$ cat src/rtl/fetch_unit.sv
// Instruction fetch requester: issues sequential word reads to a 1-cycle-latency
// program memory and queues returned words for decode behind a valid/ready handshake.
module fetch_unit #(
  parameter logic [31:0] RESET_PC  = 32'h0000_0000,
  parameter int          BUF_DEPTH = 2
) (
  input  logic        clk,
  input  logic        rst_n,
  input  logic        fetch_en,
  output logic [31:0] mem_address,
  output logic        mem_read,
  output logic        mem_write,
  output logic [31:0] mem_write_data,
  input  logic [31:0] mem_read_data,
  input  logic        redirect_valid,
  input  logic [31:0] redirect_pc,
  output logic        inst_valid,
  input  logic        inst_ready,
  output logic [31:0] inst_data,
  output logic [31:0] inst_pc
);

  // Handshake: the head entry transfers in any cycle where inst_valid and
  // inst_ready are both 1 at the rising edge; a redirect in that cycle cancels it.

  localparam int PW = (BUF_DEPTH > 1) ? $clog2(BUF_DEPTH) : 1;
  localparam int CW = $clog2(BUF_DEPTH + 1);
  localparam logic [31:0]   START_PC = RESET_PC & ~32'h3;
  localparam logic [CW-1:0] DEPTH_CW = CW'(BUF_DEPTH);

  typedef enum logic {STOP = 1'b0, RUN = 1'b1} state_t;

  state_t        state;
  logic [31:0]   fetch_pc;
  logic [31:0]   issued_pc;
  logic          inflight;
  logic          kill;
  logic [CW-1:0] count;
  logic [PW-1:0] rd_ptr;
  logic [PW-1:0] wr_ptr;
  logic [PW-1:0] rd_next;
  logic [31:0]   buf_data [BUF_DEPTH];
  logic [31:0]   buf_pc   [BUF_DEPTH];

  logic          issue;
  logic          push;
  logic          pop;
  logic [CW:0]   occupancy;

  always_comb begin
    pop       = inst_valid & inst_ready & ~redirect_valid;
    push      = inflight & ~kill & ~redirect_valid;
    // Slots that will be spoken for after this cycle, before any new issue.
    occupancy = {1'b0, count} + {{CW{1'b0}}, inflight}
              - {{CW{1'b0}}, (inst_valid & inst_ready)};
    issue     = (state == RUN) & fetch_en & ~redirect_valid
              & (occupancy < {1'b0, DEPTH_CW});
    rd_next   = rd_ptr + PW'(1);
  end

  assign mem_read       = issue;
  assign mem_address    = fetch_pc;
  assign mem_write      = 1'b0;
  assign mem_write_data = 32'h0;
  assign inst_valid     = (count != '0);

  always_ff @(posedge clk or negedge rst_n) begin
    if (!rst_n) begin
      state     <= STOP;
      fetch_pc  <= START_PC;
      issued_pc <= 32'h0;
      inflight  <= 1'b0;
      kill      <= 1'b0;
      count     <= '0;
      rd_ptr    <= '0;
      wr_ptr    <= '0;
      inst_data <= 32'h0;
      inst_pc   <= 32'h0;
    end else begin
      case (state)
        STOP: if (fetch_en)  state <= RUN;
        RUN:  if (!fetch_en) state <= STOP;
        default: state <= STOP;
      endcase

      inflight <= issue;
      kill     <= redirect_valid & inflight;

      if (redirect_valid) begin
        fetch_pc <= redirect_pc & ~32'h3;
      end else if (issue) begin
        fetch_pc  <= fetch_pc + 32'd4;
        issued_pc <= fetch_pc;
      end

      if (redirect_valid) begin
        count  <= '0;
        rd_ptr <= '0;
        wr_ptr <= '0;
      end else begin
        count <= count + CW'(push) - CW'(pop);
        if (push) wr_ptr <= wr_ptr + PW'(1);
        if (pop)  rd_ptr <= rd_next;
        // Head registers: next stored entry, or the arriving word if the buffer drains to it.
        if (pop && count > CW'(1)) begin
          inst_data <= buf_data[rd_next];
          inst_pc   <= buf_pc[rd_next];
        end else if (push && (count == '0 || (pop && count == CW'(1)))) begin
          inst_data <= mem_read_data;
          inst_pc   <= issued_pc;
        end
      end
    end
  end

  always_ff @(posedge clk) begin
    if (push) begin
      buf_data[wr_ptr] <= mem_read_data;
      buf_pc[wr_ptr]   <= issued_pc;
    end
  end

  always_ff @(posedge clk) begin
    if (rst_n && push && !pop)
      assert (count != DEPTH_CW) else $error("fetch_unit: push into full instruction buffer");
  end

endmodule

$ cat config.mk
export PLATFORM = sky130hd
export DESIGN_NAME = fetch_unit
export DESIGN_NICKNAME = d
export VERILOG_FILES = /design/src/rtl/fetch_unit.sv
export SDC_FILE = /design/constraint.sdc
export NUM_CORES = 1
export LEC_CHECK = 0
export ABC_AREA = 1
export CAP_MARGIN = 20
export CORE_ASPECT_RATIO = 1.4
export CORE_MARGIN = 3
export CORE_UTILIZATION = 48
export DETAILED_ROUTE_END_ITERATION = 8
export PLACE_DENSITY = 0.74
export SYNTH_ARGS = -nofsm -noshare
export SYNTH_HDL_FRONTEND = slang
export SYNTH_SLANG_ARGS = --single-unit
$ cat constraint.sdc
create_clock -name clk -period 4.8 [get_ports clk]
set_input_delay 0.48 -clock clk [delete_from_list [all_inputs] [get_ports clk]]
set_output_delay 0.48 -clock clk [all_outputs]
set_load 0.005 [all_outputs]
## Yosys cells after proc, flatten, opt, wreduce, memory -nomap -nowiden

Memory sizes are Yosys's and may differ from the RTL's.
Cells that the tools add are included.

- Order comparisons: 2
- Equal/unequal tests: 1
- Add/subtract/negate cells: 7
- Reductions and logical operators: 12
- Bitwise operators: 10
- Mux-type cells: 14

Operators by type and width:

| cell | number |
|---|---|
| 32-bit 2-to-1 mux | 6 |
| 32-bit by 3-bit adder with 32-bit output, second input constant | 1 |
| 2-bit nonzero test | 5 |
| 1-bit AND | 8 |
| 1-bit 2-to-1 mux | 7 |
| 2-bit AND reduction | 2 |
| 2-bit by 1-bit adder with 3-bit output | 1 |
| 1-bit logical AND | 3 |
| 3-bit by 2-bit less-than comparator with 1-bit output, second input constant | 1 |
| 3-bit by 1-bit subtractor with 3-bit output | 1 |
| 1-bit adder, second input constant | 2 |
| 2-bit by 1-bit adder with 2-bit output | 1 |
| 2-bit by 1-bit == test with 1-bit output, second input constant | 1 |
| 2-bit by 1-bit > comparator with 1-bit output, second input constant | 1 |
| 2-bit logical NOT | 1 |
| 2-bit 2-to-1 mux | 1 |
| 1-bit NOT | 2 |
| 2-bit by 1-bit subtractor with 2-bit output | 1 |
| 1-bit logical OR | 1 |

- Register bits: 135
- Logic and storage cells: 58
- Bits of input ports: 69
- Memories kept: 2
- Output and inout port bits: 131
- Memory bits (writable): 128

Memories:

| name | depth | bits a word | rd ports | clocked after memory_dff | write ports | line | text |
|---|---|---|---|---|---|---|---|
| buf_data | 2 | 32 | 1 | 0 | 1 | 42 | `logic [31:0] buf_data [BUF_DEPTH];` |
| buf_pc | 2 | 32 | 1 | 0 | 1 | 43 | `logic [31:0] buf_pc [BUF_DEPTH];` |

## Depth between registers and ports, before layout

- Depth in word-level cells: 8
- Gate-level depth with buffers: 16
- Gate-level depth less buffers: 15

## Worst setup path before layout

OpenSTA, ideal clock, no wires.

- Kind: input to register
- From: in redirect_valid
- To: mem buf_data[1][0] (enable)
- Arrival time: 5195 ps
- Setup time: 558 ps
- Cell stages on the path: 4
- Required time: 4242 ps
- Path buffers: 1
- Setup slack: -954 ps
- Cells stage by stage: clkinv_1 > clkbuf_1 > nand2_1 > nor3_1

- Word-level cells in the longest chain between the ends: 4

Ends and longest elaborated chain:

| element | line | text |
|---|---|---|
| from (decl) | 15 | `input logic redirect_valid,` |
| 1-bit NOT (no line) | -- |  |
| 1-bit AND | 52 | `push = inflight & ~kill & ~redirect_valid;` |
| 1-bit 2-to-1 mux | 117 | `if (push) begin` |
| 1-bit 2-to-1 mux (implied by the code) | 118 | `buf_data[wr_ptr] <= mem_read_data;` |
| to (decl) | 42 |  |

No other way between the ends.

## Worst setup path after layout

- From: reg count[1]
- To: out mem_read

- Word-level cells in the longest chain between the ends: 5
- Elaborated cells on any way between the ends: 6
- Classes of those cells: add/sub: 2; order compare: 1; bitwise: 2; reduce/logical: 1

Ends and longest elaborated chain:

| element | line | text |
|---|---|---|
| from (decl) | 38 | `logic [CW-1:0] count;` |
| from (signal assigned) | 101 | `count <= count + CW'(push) - CW'(pop);` |
| parallel branches: the longest is 2 deep, another holds 2-bit by 1-bit adder with 3-bit output | -- |  |
| 3-bit by 1-bit subtractor with 3-bit output (*) | 55 | `- {{CW{1'b0}}, (inst_valid & inst_ready)};` |
| 3-bit by 2-bit less-than comparator with 1-bit output (*) | 57 | `& (occupancy < {1'b0, DEPTH_CW});` |
| 1-bit AND (*) | 57 |  |
| to (decl) | 11 | `output logic mem_read,` |

Mark *: on every way between the ends.

==> results <==
- The share of synthesized area spent on multiplexers is under 10%.
- The relative max-transition margin is 32.8%.
- Counting stages on the worst path, the most repeated cell is nand2_2.
- After layout, the worst path uses 84.6% of the clock period.
- The slew at the pin with the worst max-slew slack is ~1.0 ns.
- Using the TritonRoute via totals, the vias-per-cell ratio works out to 4.89.
- Clock skew on the completed layout was measured at approximately 0.010 ns.
- The number of placed I/O pins is 200.
- The die height is 189 um.
- Across the whole layout, storage elements account for 6960 um^2.
- The number of endpoints failing setup at the final stage is 0.
- The post-synthesis cell area is 11,500 um^2.
- The count of final hold-check violations is 0.
- The max-slew violation total from the final report is 0.
- Counting the buffers created by CTS gives 24.
- The worst register-to-register path begins at count[1].
- The later pin in the worst-skew pair is clocked with a latency of 0.51 ns.
- In this run, the number of DRC markers left after iteration 0 of detailed routing was 421.
- The portion of synthesized cell area occupied by the leading cell type is 32.4%.
- The count of mapped cells out of synthesis is roughly 1.2k.
- The tree is rooted in a clkbuf_16.
- The post-route netlist has 4.44% of its cells at a drive strength greater than 1.
- The slowest stage cell on the critical path is clkdlybuf4s50_1.
- The number of buffers inserted to repair setup after CTS is 0.
- The Yosys step of the flow raised 0 warnings.
- The initial antenna violation count is 0.
- The synthesized netlist devotes 2.36% of its cell area to compound gates.
- Per report_power, the combinational group accounts for 21.3% of the total.
- The via count is 8,324.
- The library cells used most frequently in the layout, excluding fill and tap cells, are 420 x nand2_1, 159 x clkdlybuf4s50_1, 128 x dfrtp_1, 126 x inv_1, 124 x edfxtp_1.
- After synthesis, the cell types taking the most area are edfxtp_1 32%, dfrtp_1 28%, nand2_1 14%.
- Setup repair after global routing left no endpoint under its margin.
- The data arrival time of the critical path is about 3.6 ns.
- The clock-pin slew reported for the worst setup and hold paths after clock tree synthesis is approximately 0.06 ns.
- The leakage power figure is 0.00615 uW.
- Global routing consumed, over all layers together, 20.0% of the routing resources.
- The synthesized netlist devotes 0.610% of its cell area to adder and majority cells.
- The highest cell delay on the worst timing path is 0.56 ns.
- The post-detailed-placement half-perimeter wirelength is ~17,000 um.
- The share of synthesized area occupied by flip-flops and latches is 60.5%.
- From left edge to right edge, the die measures 137 um.
- TritonCTS built the clock tree.
- The post-route antenna net violation count is 0.
- The maximum number of pins on one net before global-route repair is 81.
- Of all nets on the critical path, the largest fanout is 25.
- After Yosys synthesis, XOR and XNOR cells account for less than 1% of the synthesized area.
- The design draws 6190 uW.
- The endpoint identified for the worst register-to-register timing path is mem_address[8].
- The tool flagged a number of max-cap violations equal to 0.
- In this run the core area contains 66 standard-cell rows.
- The critical path data required time is 4.32 ns.
- The library cell used most frequently in the layout, excluding fill and tap cells, is nand2_1.
- Wires add up to 26,200 um.
- The average size of a mapped cell is 9.40 um^2.
- The DRC violation count after routing is 0.
- In this run, synthesis produced a sequential element count of 253.
- The filler cell count is 1,976.
- In this run the number of H-tree levels came out at 1.
- The tightest min-delay check is of the in -> async type.
- The area growth from synthesis to layout is 22.6%.
- Walking the worst path, the cells encountered are inv_2 > nand2_2 > nand2_2 > inv_1 > ha_1 > or2_2 > fa_1 > nand2_1 > nor2_1 > nand2_2 > inv_1 > buf_4 > clkdlybuf4s50_1.
- The core footprint is 23,400 um^2.
- STA classifies the critical path endpoint as an output port.
- The antenna diode instance count is 0.
- Based on the critical path, the design can be clocked at up to 0.246 GHz.
- Summing the areas of all and, or, nand and nor instances in the mapped netlist gives 22.2% of the synthesized area.
- For this configuration, the core starts out at a cell density of 49.1%.
- For the final routed database, the setup TNS stands at 0 ns.
- The power density relative to cell area is 440 nW/um^2.
- The first-pass GRT wire length is between 40,000 and 50,000 um.
- The pre-antenna-repair detailed-routing pass consisted of 4 iterations.
- In the final design database the tool counted 1,451 nets.
- The total overflow left after global routing is 0.
- Port buffering added 160 buffers.
- The switching power is 1620 uW.
- The detailed-route wire length per cell is about 15 um.
- Across all register-to-register paths, the minimum setup slack is approximately 1.1 ns.
- The internal portion of the total power is 4570 uW.
- The synthesized design spends more area on one cell type than any other, namely edfxtp_1.
- The depth of the worst register-to-register path is 15.
- The congestion estimate from routability-driven global placement came to about 0.83.
- The synthesized netlist contains 28 unique library cells.
- The run finished with clean final reports.
- In the final layout, the multi-input gates occupy between 3000 and 4000 um^2.
- The number of sinks handled by clock tree synthesis is 253.
- The area of the die is ~26,000 um^2.
- The combinational family with the most area after synthesis is simple AND/OR/NAND/NOR gates.
- The via count of the first global-routing pass is 8,114.
- The proportion of total power due to net switching is 26.2%.
- The worst path in the final design needs a cycle of 4.06 ns, including I/O delays and setup.
- The share of total power dissipated in the clock network is between 30% and 40%.
- The critical path is of the reg -> out type.
- IR analysis of the VDD net gives a maximum drop of 229 uV.
- The sequential share of power is 48.2%.
- The clock passes through at most 3 buffers.
- STA classifies the critical path startpoint as a flop.
## synth_stat cells, drive strengths merged
cell / instances
a21oi: 13
and2: 1
buf: 60
clkbuf: 24
clkinv: 1
conb: 1
dfrtp: 129
edfxtp: 124
fa: 1
ha: 4
inv: 128
mux2i: 62
nand2: 424
nand3: 122
nand3b: 1
nor2: 79
nor3: 2
o211ai: 4
o21ai: 34
o22ai: 1
or2: 2
xnor2: 1
xor2: 4
## worst max-delay path: cells and delay by family, from the launching register on
family | cells | cell delay (ns)
buf+inv | 5 | 1.10
fa+ha+maj | 2 | 0.74
flops | 1 | 0.48
simple gates | 6 | 0.73
## sequential cells by signal, summed over array words and instances, names as in the netlist
register and cells:
count 2, rd_ptr 1, wr_ptr 1, buf_data 64, mem_address 30, issued_pc 30, inst_data 32, kill 1
inflight 1, state 1, buf_pc 60, inst_pc 30
## layer usage
metal / vias to the layer above / wire (um) / track usage (%)
li1: 4149 / - / -
met1: 3914 / 10700 / 25.0
met2: 216 / 13600 / 36.5
met3: 45 / 1260 / 2.29
met4: 0 / 605 / 5.43
met5: - / 0 / 0
## how the worst max path moves through the flow
stage	from	endpoint	slack, ns	cells past startpoint
CTS	count[1]	mem_read	0.72	13
floorplan	redirect_valid	buf_data[0][0]	0.71	4
detailed placement	inst_ready	mem_address[8]	0.86	14
finish	count[1]	mem_read	0.74	13
global route	count[1]	mem_read	0.55	13
global placement	inst_ready	mem_address[8]	0.96	14
## timing repair
action,CTS,global route
gates resized for setup,0,0
endpoints found under the hold margin,16,0
hold buffers,1,0
## logic make-up (layout without fill, tap and decap cells)
family / count (synthesis) / after routing
compound gates: 52 / 52
simple gates: 631 / 631
xor+xnor: 5 / 5
flops: 253 / 253
other cells: 1 / 37
fa+ha+maj: 5 / 5
mux: 62 / 62
buf+inv: 213 / 350
## power groups by stage
| stage | clock network, uW | registers [uW] | logic [uW] |
|---|---|---|---|
| 5_1_grt | 2020 | 3030 | 1480 |
| 4_1_cts | 1930 | 2990 | 1340 |
| 3_5_place_dp | 0 | 3030 | 1340 |
| 3_3_place_gp | 0 | 3010 | 1310 |
| 6_report | 1890 | 2990 | 1320 |
| 2_1_floorplan | 0 | 2990 | 546 |
## cell type report
cell class | count | share of cell area, %
Inverter | 129 | 3.44
Clock inverter | 6 | 0.551
Sequential cell | 253 | 49.4
Multi-Input combinational cell | 792 | 26.5
Timing Repair Buffer | 177 | 12.4
Tap cell | 306 | 2.72
Clock buffer | 38 | 5.00
## metrics by stage
stage          util [%]  instance area (um^2)  instances  hold WS [ns]  setup slack [ns]
2_1_floorplan         -                 11600       1258         0.184             0.711
3_3_place_gp       56.8                 13300       1655         0.321             0.960
3_5_place_dp       56.8                 13300       1656         0.326             0.863
4_1_cts            60.2                 14100       1701         0.350             0.724
5_1_grt            60.2                 14100       1701         0.384             0.550
6_report           60.2                 14100       1701         0.367             0.740
Note: power is estimated with default switching activity, not from simulation.
